===== src/rtl/demux_pkg.sv =====
// Shared types and constants for the 1-to-4 demux dispatcher.
package demux_pkg;

    localparam int unsigned NPORTS = 4;
    localparam int unsigned PORT_W = 2;

    typedef enum logic {
        IDLE = 1'b0,
        SEND = 1'b1
    } state_t;

    // One-hot with port 0 in the leftmost bit, matching the [0:NPORTS-1] buses.
    function automatic logic [0:NPORTS-1] onehot(input logic [PORT_W-1:0] idx);
        logic [0:NPORTS-1] r;
        r      = '0;
        r[idx] = 1'b1;
        return r;
    endfunction

endpackage


===== src/rtl/rr_pick.sv =====
// Combinational 4-way rotating priority: first requester after ptr, ptr itself last.
module rr_pick
    import demux_pkg::*;
(
    input  logic [0:NPORTS-1] req,
    input  logic [PORT_W-1:0] ptr,
    output logic [PORT_W-1:0] grant,
    output logic              any
);

    logic [PORT_W-1:0] w_idx;

    // Scan from farthest to nearest so the nearest requester wins.
    always_comb begin
        grant = '0;
        any   = 1'b0;
        w_idx = '0;
        for (int i = int'(NPORTS); i > 0; i--) begin
            w_idx = ptr + PORT_W'(i);
            if (req[w_idx]) begin
                grant = w_idx;
                any   = 1'b1;
            end
        end
    end

endmodule


===== src/rtl/demux_dispatch.sv =====
// One-entry dispatch register driving a 1-to-4 demux, directed or round-robin,
// with a saturating stall counter for blocking consumers.
module demux_dispatch
    import demux_pkg::*;
#(
    parameter int unsigned DATA_W      = 8,
    parameter int unsigned STALL_W     = 8,
    parameter int unsigned STALL_LIMIT = 200
) (
    input  logic              clk,
    input  logic              rst_n,
    input  logic              mode,
    input  logic              in_valid,
    output logic              in_ready,
    input  logic [DATA_W-1:0] in_data,
    input  logic [PORT_W-1:0] in_dest,
    output logic [PORT_W-1:0] sel,
    output logic [0:NPORTS-1] out_valid,
    output logic [DATA_W-1:0] out_data,
    input  logic [0:NPORTS-1] out_ready,
    output logic              stall
);

    localparam logic [STALL_W-1:0] LIMIT = STALL_W'(STALL_LIMIT);

    state_t              r_state;
    state_t              w_next_state;
    logic                w_acc;
    logic                w_fire;
    logic [PORT_W-1:0]   r_sel;
    logic [PORT_W-1:0]   r_ptr;
    logic [PORT_W-1:0]   w_ptr_eff;
    logic [PORT_W-1:0]   w_rr_grant;
    logic                w_rr_any;
    logic [PORT_W-1:0]   w_new_sel;
    logic [0:NPORTS-1]   r_valid;
    logic [DATA_W-1:0]   r_data;
    logic [STALL_W-1:0]  r_cnt;
    logic                r_stall;

    assign sel       = r_sel;
    assign out_valid = r_valid;
    assign out_data  = r_data;
    assign stall     = r_stall;

    always_ff @(posedge clk or negedge rst_n) begin
        if (!rst_n) r_state <= IDLE;
        else        r_state <= w_next_state;
    end

    // Refill in the same cycle as fire keeps throughput at one word per cycle.
    always_comb begin
        w_next_state = r_state;
        w_fire       = (r_state == SEND) && out_ready[r_sel];
        in_ready     = (r_state == IDLE) || w_fire;
        w_acc        = in_valid && in_ready;
        case (r_state)
            IDLE:    if (w_acc) w_next_state = SEND;
            SEND:    if (w_fire && !w_acc) w_next_state = IDLE;
            default: w_next_state = IDLE;
        endcase
    end

    // Round-robin search starts after the port being served this very cycle.
    assign w_ptr_eff = w_fire ? r_sel : r_ptr;

    rr_pick u_rr_pick (
        .req   (out_ready),
        .ptr   (w_ptr_eff),
        .grant (w_rr_grant),
        .any   (w_rr_any)
    );

    always_comb begin
        w_new_sel = in_dest;
        if (mode) w_new_sel = w_rr_any ? w_rr_grant : w_ptr_eff + PORT_W'(1);
    end

    always_ff @(posedge clk or negedge rst_n) begin
        if (!rst_n) begin
            r_sel   <= '0;
            r_ptr   <= PORT_W'(3);
            r_valid <= '0;
            r_data  <= '0;
        end else begin
            if (w_acc) begin
                r_data  <= in_data;
                r_sel   <= w_new_sel;
                r_valid <= onehot(w_new_sel);
            end else if (w_fire) begin
                r_valid <= '0;
            end
            if (w_fire) r_ptr <= r_sel;
        end
    end

    // Stall counter: counts cycles a held word waits, flag lags by one cycle.
    always_ff @(posedge clk or negedge rst_n) begin
        if (!rst_n) begin
            r_cnt   <= '0;
            r_stall <= 1'b0;
        end else begin
            if (w_acc || w_fire)                      r_cnt <= '0;
            else if (r_state == SEND && r_cnt != '1)  r_cnt <= r_cnt + STALL_W'(1);
            r_stall <= (r_cnt >= LIMIT);
        end
    end

endmodule


===== config.mk =====
export PLATFORM = sky130hd
export DESIGN_NAME = demux_dispatch
export DESIGN_NICKNAME = d
export VERILOG_FILES = /design/src/rtl/demux_pkg.sv /design/src/rtl/rr_pick.sv /design/src/rtl/demux_dispatch.sv
export SDC_FILE = /design/constraint.sdc
export NUM_CORES = 1
export LEC_CHECK = 0
export ABC_AREA = 1
export CAP_MARGIN = 20
export CORE_MARGIN = 2
export CORE_UTILIZATION = 33
export DETAILED_ROUTE_END_ITERATION = 10
export GPL_TIMING_DRIVEN = 0
export PLACE_DENSITY = 0.58
export SLEW_MARGIN = 20
export SYNTH_ARGS = -nofsm -noshare
export SYNTH_HDL_FRONTEND = slang
export SYNTH_SLANG_ARGS = --single-unit

===== constraint.sdc =====
create_clock -name clk -period 6.1 [get_ports clk]
set_clock_uncertainty 0.1 [all_clocks]
set_input_delay 1.22 -clock clk [delete_from_list [all_inputs] [get_ports clk]]
set_output_delay 1.22 -clock clk [all_outputs]
set_load 0.02 [all_outputs]

# Word-level counts from Yosys, hierarchy flattened
# Cells that the tools add are included.
[word_totals]
register_bits = 26
latch_bits = 0
ram_bits = 0
romBits = 0
inputBits = 18
out_inout_bits = 16
elab_cells = 72
mem_count = 0
[classes]
addsub = 4
mul = 0
div_mod_pow = 0
n_lt_le_gt_ge = 8
eq_ne = 1
shifts = 0
mux = 35
bitwise = 7
n_reduce_logical = 10
[op_table]
columns = ["operator", "n"]
rows = [
  ["greater-or-equal comparator 3 bit (second input constant)", 6],
  ["inverter 2 -> 3 bit", 6],
  ["2-to-1 mux 1 bit", 17],
  ["2-to-1 mux 8 bit", 2],
  ["2-to-1 mux 2 bit", 7],
  ["binary-select mux 1 bit (select 2 bit)", 5],
  ["adder 8 x 1 -> 8 bit (second input constant)", 1],
  ["greater-or-equal comparator 8 bit (second input constant)", 1],
  ["2-to-1 mux 4 bit", 2],
  ["inequality test 8 bit (second input constant)", 1],
  ["logical AND 1 bit", 5],
  ["adder 2 bit (second input constant)", 2],
  ["nonzero test 2 bit", 2],
  ["< comparator 3 x 1 -> 1 bit (second input constant)", 1],
  ["adder 2 x 1 -> 2 bit (second input constant)", 1],
  ["demux 1 bit (select 2 bit)", 1],
  ["logical OR 1 bit", 2],
  ["one-hot mux 1 bit (2 select lines)", 1],
  ["logical NOT 1 bit", 1],
  ["inverter 1 bit", 1],
]

# Logic depth before layout (Yosys ltp)
[depth]
ltp_word = 22
depth_mapped = 19
ltp_nobuf = 18

# Modules after synthesis
# Synthesis repeated with hierarchy kept, for this count alone.
[unflattened]
hier_cells = 210
area_unflattened_um2 = 1584.0
[modules_own_cells]
columns = ["mod", "n_inst", "cells_each", "area_each_um2", "seq_area_each_um2"]
rows = [
  ["demux_dispatch", 1, 161, 1327.5, 653.1],
  ["rr_pick", 1, 49, 256.5, 0.0],
]

# Worst setup path before layout
# Ideal clock, no wire load.
[synth_timing]
path_type = "input -> output"
start = "input out_ready[1] (netlist name)"
end = "output in_ready"
arrival_ns = 1.677
required_time_ns = 4.780
path_slack_ns = 3.103
path_stages = 4
n_path_buf = 0
cell_sequence = "nand2_1 > nand3_4 > nand2_1 > nand2_1"
[synth_via]
elab_chain_len = 5
[synth_rtl]
columns = ["element", "line_no", "text"]
rows = [
  ["from (decl)", "demux_dispatch.sv:20", "input logic [0:NPORTS-1] out_ready,"],
  ["binary-select mux 1 bit (select 2 bit)", "demux_dispatch.sv:54", "w_fire = (r_state == SEND) && out_ready[r_sel];"],
  ["2-to-1 mux 1 bit (implied by the code) (2 in a row)", "demux_dispatch.sv:54", ""],
  ["logical AND 1 bit", "demux_dispatch.sv:54", ""],
  ["logical OR 1 bit", "demux_dispatch.sv:55", "in_ready = (r_state == IDLE) || w_fire;"],
  ["to (decl)", "demux_dispatch.sv:14", "output logic in_ready,"],
]
# Every way passes these cells. The select of a mux whose other input is x is not followed.

# Worst setup path after layout
# Same ends and word-level chain as after synthesis.

==> results summary <==
The core footprint is 4660 sq um. The arrival time at the worst endpoint came out at 2.84 ns. The share of cells above drive strength 1 is 0.129. OpenSTA, run right after detailed placement, puts the worst setup slack at 1.92 ns.

The via count of the first global-routing pass is 1,343. The global placer's final weighted congestion came out at 0.820. The number of clock buffers inserted by TritonCTS is 3. For this block, the initial DRC count from the detailed router was 47. The final clock period utilization by the worst path is 0.682. The initial antenna violation count came out at 0. The count of synthesis-stage warnings from yosys is 0.

The internal power is 0.555 mW. The family with the most delay on the worst path is buffers and inverters. The netlist area before placement came out at 1570 sq um. The worst setup path is of the in -> out kind. STA classifies the critical path startpoint as an input pin. The area enclosed by the die boundary is 5330 sq um. Walking the worst path, the cells encountered are clkdlybuf4s50_1 -> nand2_1 -> nand3_4 -> nand2_1 -> nand2_1 -> clkdlybuf4s50_1.

In this run the tightest slew margin relative to its limit is 0.623. The analysis attributes to cell leakage a power of 0.989 nW. The HPWL reported at the end of detailed placement came out at 2.67 mm.

The post-cts sizing count is 0. After routing, the total negative slack on setup checks comes to 0 ns. The relative area change from synthesis to final layout is 28.5%. The kind of end point of the critical path is a primary output.

The top achievable clock speed came out at 240 MHz. The CTS tree is built. The x dimension of the die is 73.0 microns. The share of synthesized area occupied by flip-flops and latches is 0.416.

In this run, distinct cell masters in the synthesized netlist total 27. The number of nets produced by synthesis is 231. Leaving out fill and tap cells, the most frequent cell in the layout is sky130_fd_sc_hd__nand2_1. Setup repair after global routing left no endpoint under its margin. The number of hold buffers added after CTS was 0.

The maximum count of clock buffers along a single path is 2. Of the post-synthesis cell area, the dominant cell type holds 0.382. The final-report setup violation count is 0.

The critical-path maximum fanout came out at 5. In this run the count of I/O pins placed on the die edge is 34. The floorplan die height came out at 73.0 microns. The maximum number of pins on one net before global-route repair came out at 27. The routed length per instance is 11.1 microns. The number of detailed-routing iterations run before antenna repair is 4. The synthesized design contains 26 register bits. The largest single stage delay on the critical path is 0.62 ns. The hold violation count in the final report is 0.

The wire length of the first global-routing pass is 5.97 mm. The most numerous cell type found on the critical path is sky130_fd_sc_hd__nand2_1. Summed over all nets, the switching power comes to 0.522 mW.

The clock edge transition at the registers on the reported setup and hold paths is 0.09 ns. The DRC violation count after routing is 0. The worst vdd rail ir drop is 0.000240 V.

The area used by multi-input combinational logic came out at 788 sq um. The smallest clock period supported by the final layout is computed as 4.16 ns. The layout has 468 filler cells.

The switching share of power is 0.485. The largest individual stage delay along the critical path comes from the cell sky130_fd_sc_hd__clkdlybuf4s50_1. The via count came out at 1,388. After the last flow step, the layout net total stands at 269. The count of port buffers added during placement is 33. The run finished with clean final reports. Power spread over the standard cell area amounts to 534 nW/um^2. The clock net sink count is 26. Counting both buffers and inverters, the worst setup path holds a total of 2. The leftover overflow at the end of global routing is 0. The clock reaches the later pin of the worst-skew pair after 0.26 ns.

The number of synthesized flops with an enable pin is 0. Summed over all layers, the routed wires come to 3.36 mm. The class of the tightest hold or removal check is reg -> reg. Of the total power, registers draw 0.255. The clock tree root driver cell is sky130_fd_sc_hd__clkbuf_8. The portion of total power attributed to the clock network came out at 0.102. The transition time of the tightest slew-check pin is 0.559 ns.

A synthesized cell averages 7.44 sq um. After floorplanning, the core was divided into 25 placement rows. The share of async-settable or async-resettable flops after synthesis is 1.00. The count of antenna diodes in the layout is 0.

Leaving out fill and tap cells, the most frequent cells in the layout are sky130_fd_sc_hd__nand2_1, sky130_fd_sc_hd__clkdlybuf4s50_1, sky130_fd_sc_hd__inv_1, sky130_fd_sc_hd__dfrtp_1, sky130_fd_sc_hd__nand3_1. STA puts the critical path data required time at 4.78 ns. Ranked by total cell area, the synthesized netlist is headed by sky130_fd_sc_hd__dfrtp_1, sky130_fd_sc_hd__nand2_1, sky130_fd_sc_hd__inv_1. Summed over all instances, the cell type with the most area after synthesis is sky130_fd_sc_hd__dfrtp_1. The cell count after synthesis is 211. In the global route stage, overall resource usage came out at 0.142. The detail route stage leaves a number of antenna-violating nets equal to 0. The detailed-route vias per instance is 4.60. The footprint of the flip-flops and latches came out at 653 sq um.

The max-slew violation count came out at 0. For this configuration, the core starts out at a cell density of 0.337. The relative contribution of combinational cells to total power came out at 0.644. The number of maximum-capacitance violations came out at 0.

The count of H-tree levels built during CTS came out at 1. Among all flip-flop cells after synthesis, the most frequent one is sky130_fd_sc_hd__dfrtp_1. The number of post-CTS setup repair buffers is 0. After layout, the worst setup slack is 1.94 ns.
==> worst reg2reg max path: cells and delay by family, from the launching register on <==
| kind | cells | cell delay (ns) |
|---|---|---|
| flip-flops | 1 | 0.49 |
| AO/OA/AOI/OAI | 1 | 0.11 |
| buffers and inverters | 3 | 0.29 |
| AND/OR/NAND/NOR | 14 | 1.18 |
==> state kept, by name, indices dropped and copies added (netlist names) <==
register   count
r_ptr          2
sel            2
r_state        1
out_valid      4
out_data       8
stall          1
r_cnt          8
==> per-stage QoR <==
stage	utilization	total power, mW	cells	hold WS, ns	instance area, sq um
after detailed placement	0.421	0.976	298	0.369	1960
after global routing	0.433	1.18	302	0.412	2020
after global placement	0.422	0.970	298	0.364	1970
after CTS	0.433	1.09	302	0.389	2020
after floorplan	-	0.773	211	0.409	1570
final	0.433	1.08	302	0.384	2020
==> layout make-up <==
| class | instances | share of cell area |
|---|---|---|
| Multi-Input combinational cell | 154 | 0.391 |
| Inverter | 27 | 0.0502 |
| Timing Repair Buffer | 33 | 0.161 |
| Sequential cell | 26 | 0.324 |
| Tap cell | 54 | 0.0335 |
| Clock buffer | 4 | 0.0273 |
| Buffer | 4 | 0.0136 |
==> power by group through the flow <==
stage / Combinational [mW] / Clock [mW] / Sequential, mW
finish: 0.693 / 0.110 / 0.274
global route: 0.780 / 0.120 / 0.282
CTS: 0.703 / 0.115 / 0.275
detailed placement: 0.700 / 0 / 0.276
global placement: 0.693 / 0 / 0.277
floorplan: 0.453 / 0 / 0.320
==> cells in the mapped netlist, types with 3 or more instances <==
cell	count
sky130_fd_sc_hd__nand2_1	78
sky130_fd_sc_hd__dfrtp_1	24
sky130_fd_sc_hd__o21ai_0	6
sky130_fd_sc_hd__nand3_1	19
sky130_fd_sc_hd__inv_1	26
sky130_fd_sc_hd__nor3_1	6
sky130_fd_sc_hd__a21oi_1	7
sky130_fd_sc_hd__nor2_1	7
sky130_fd_sc_hd__nand3_4	3
sky130_fd_sc_hd__nand2_2	12
==> layer usage <==
metal,vias up,GRT usage,share of wire
met5,-,0,0
met4,0,0.0185,0.0045
met3,2,0.0387,0.055
met2,31,0.238,0.48
met1,616,0.189,0.46
li1,739,-,-
==> cell families after synthesis <==
kind of cell	after synthesis	share of synthesized area
AND/OR/NAND/NOR	134	0.422
adder cells (fa/ha/maj)	2	0.0159
buffers and inverters	31	0.0821
flip-flops	26	0.416
AO/OA/AOI/OAI	18	0.0645
==> path summary, 6_finish.rpt <==
path	startpoint	end	slack (ns)	cells after the start
max in group asynchronous	rst_n	r_cnt[0]$_DFFE_PN0P_	4.68	1
min in group asynchronous	rst_n	r_cnt[3]$_DFFE_PN0P_	0.84	1
worst min register to register	out_data[3]$_DFFE_PN0P_	out_data[3]$_DFFE_PN0P_	0.38	2
worst max register to register	sel[0]$_DFFE_PN0P_	out_valid[1]$_DFFE_PN0P_	3.83	18
worst max-delay path	out_ready[1]	in_ready	1.94	6
worst min-delay path	out_data[3]$_DFFE_PN0P_	out_data[3]$_DFFE_PN0P_	0.38	2
Note: power is estimated with default switching activity, not from simulation.
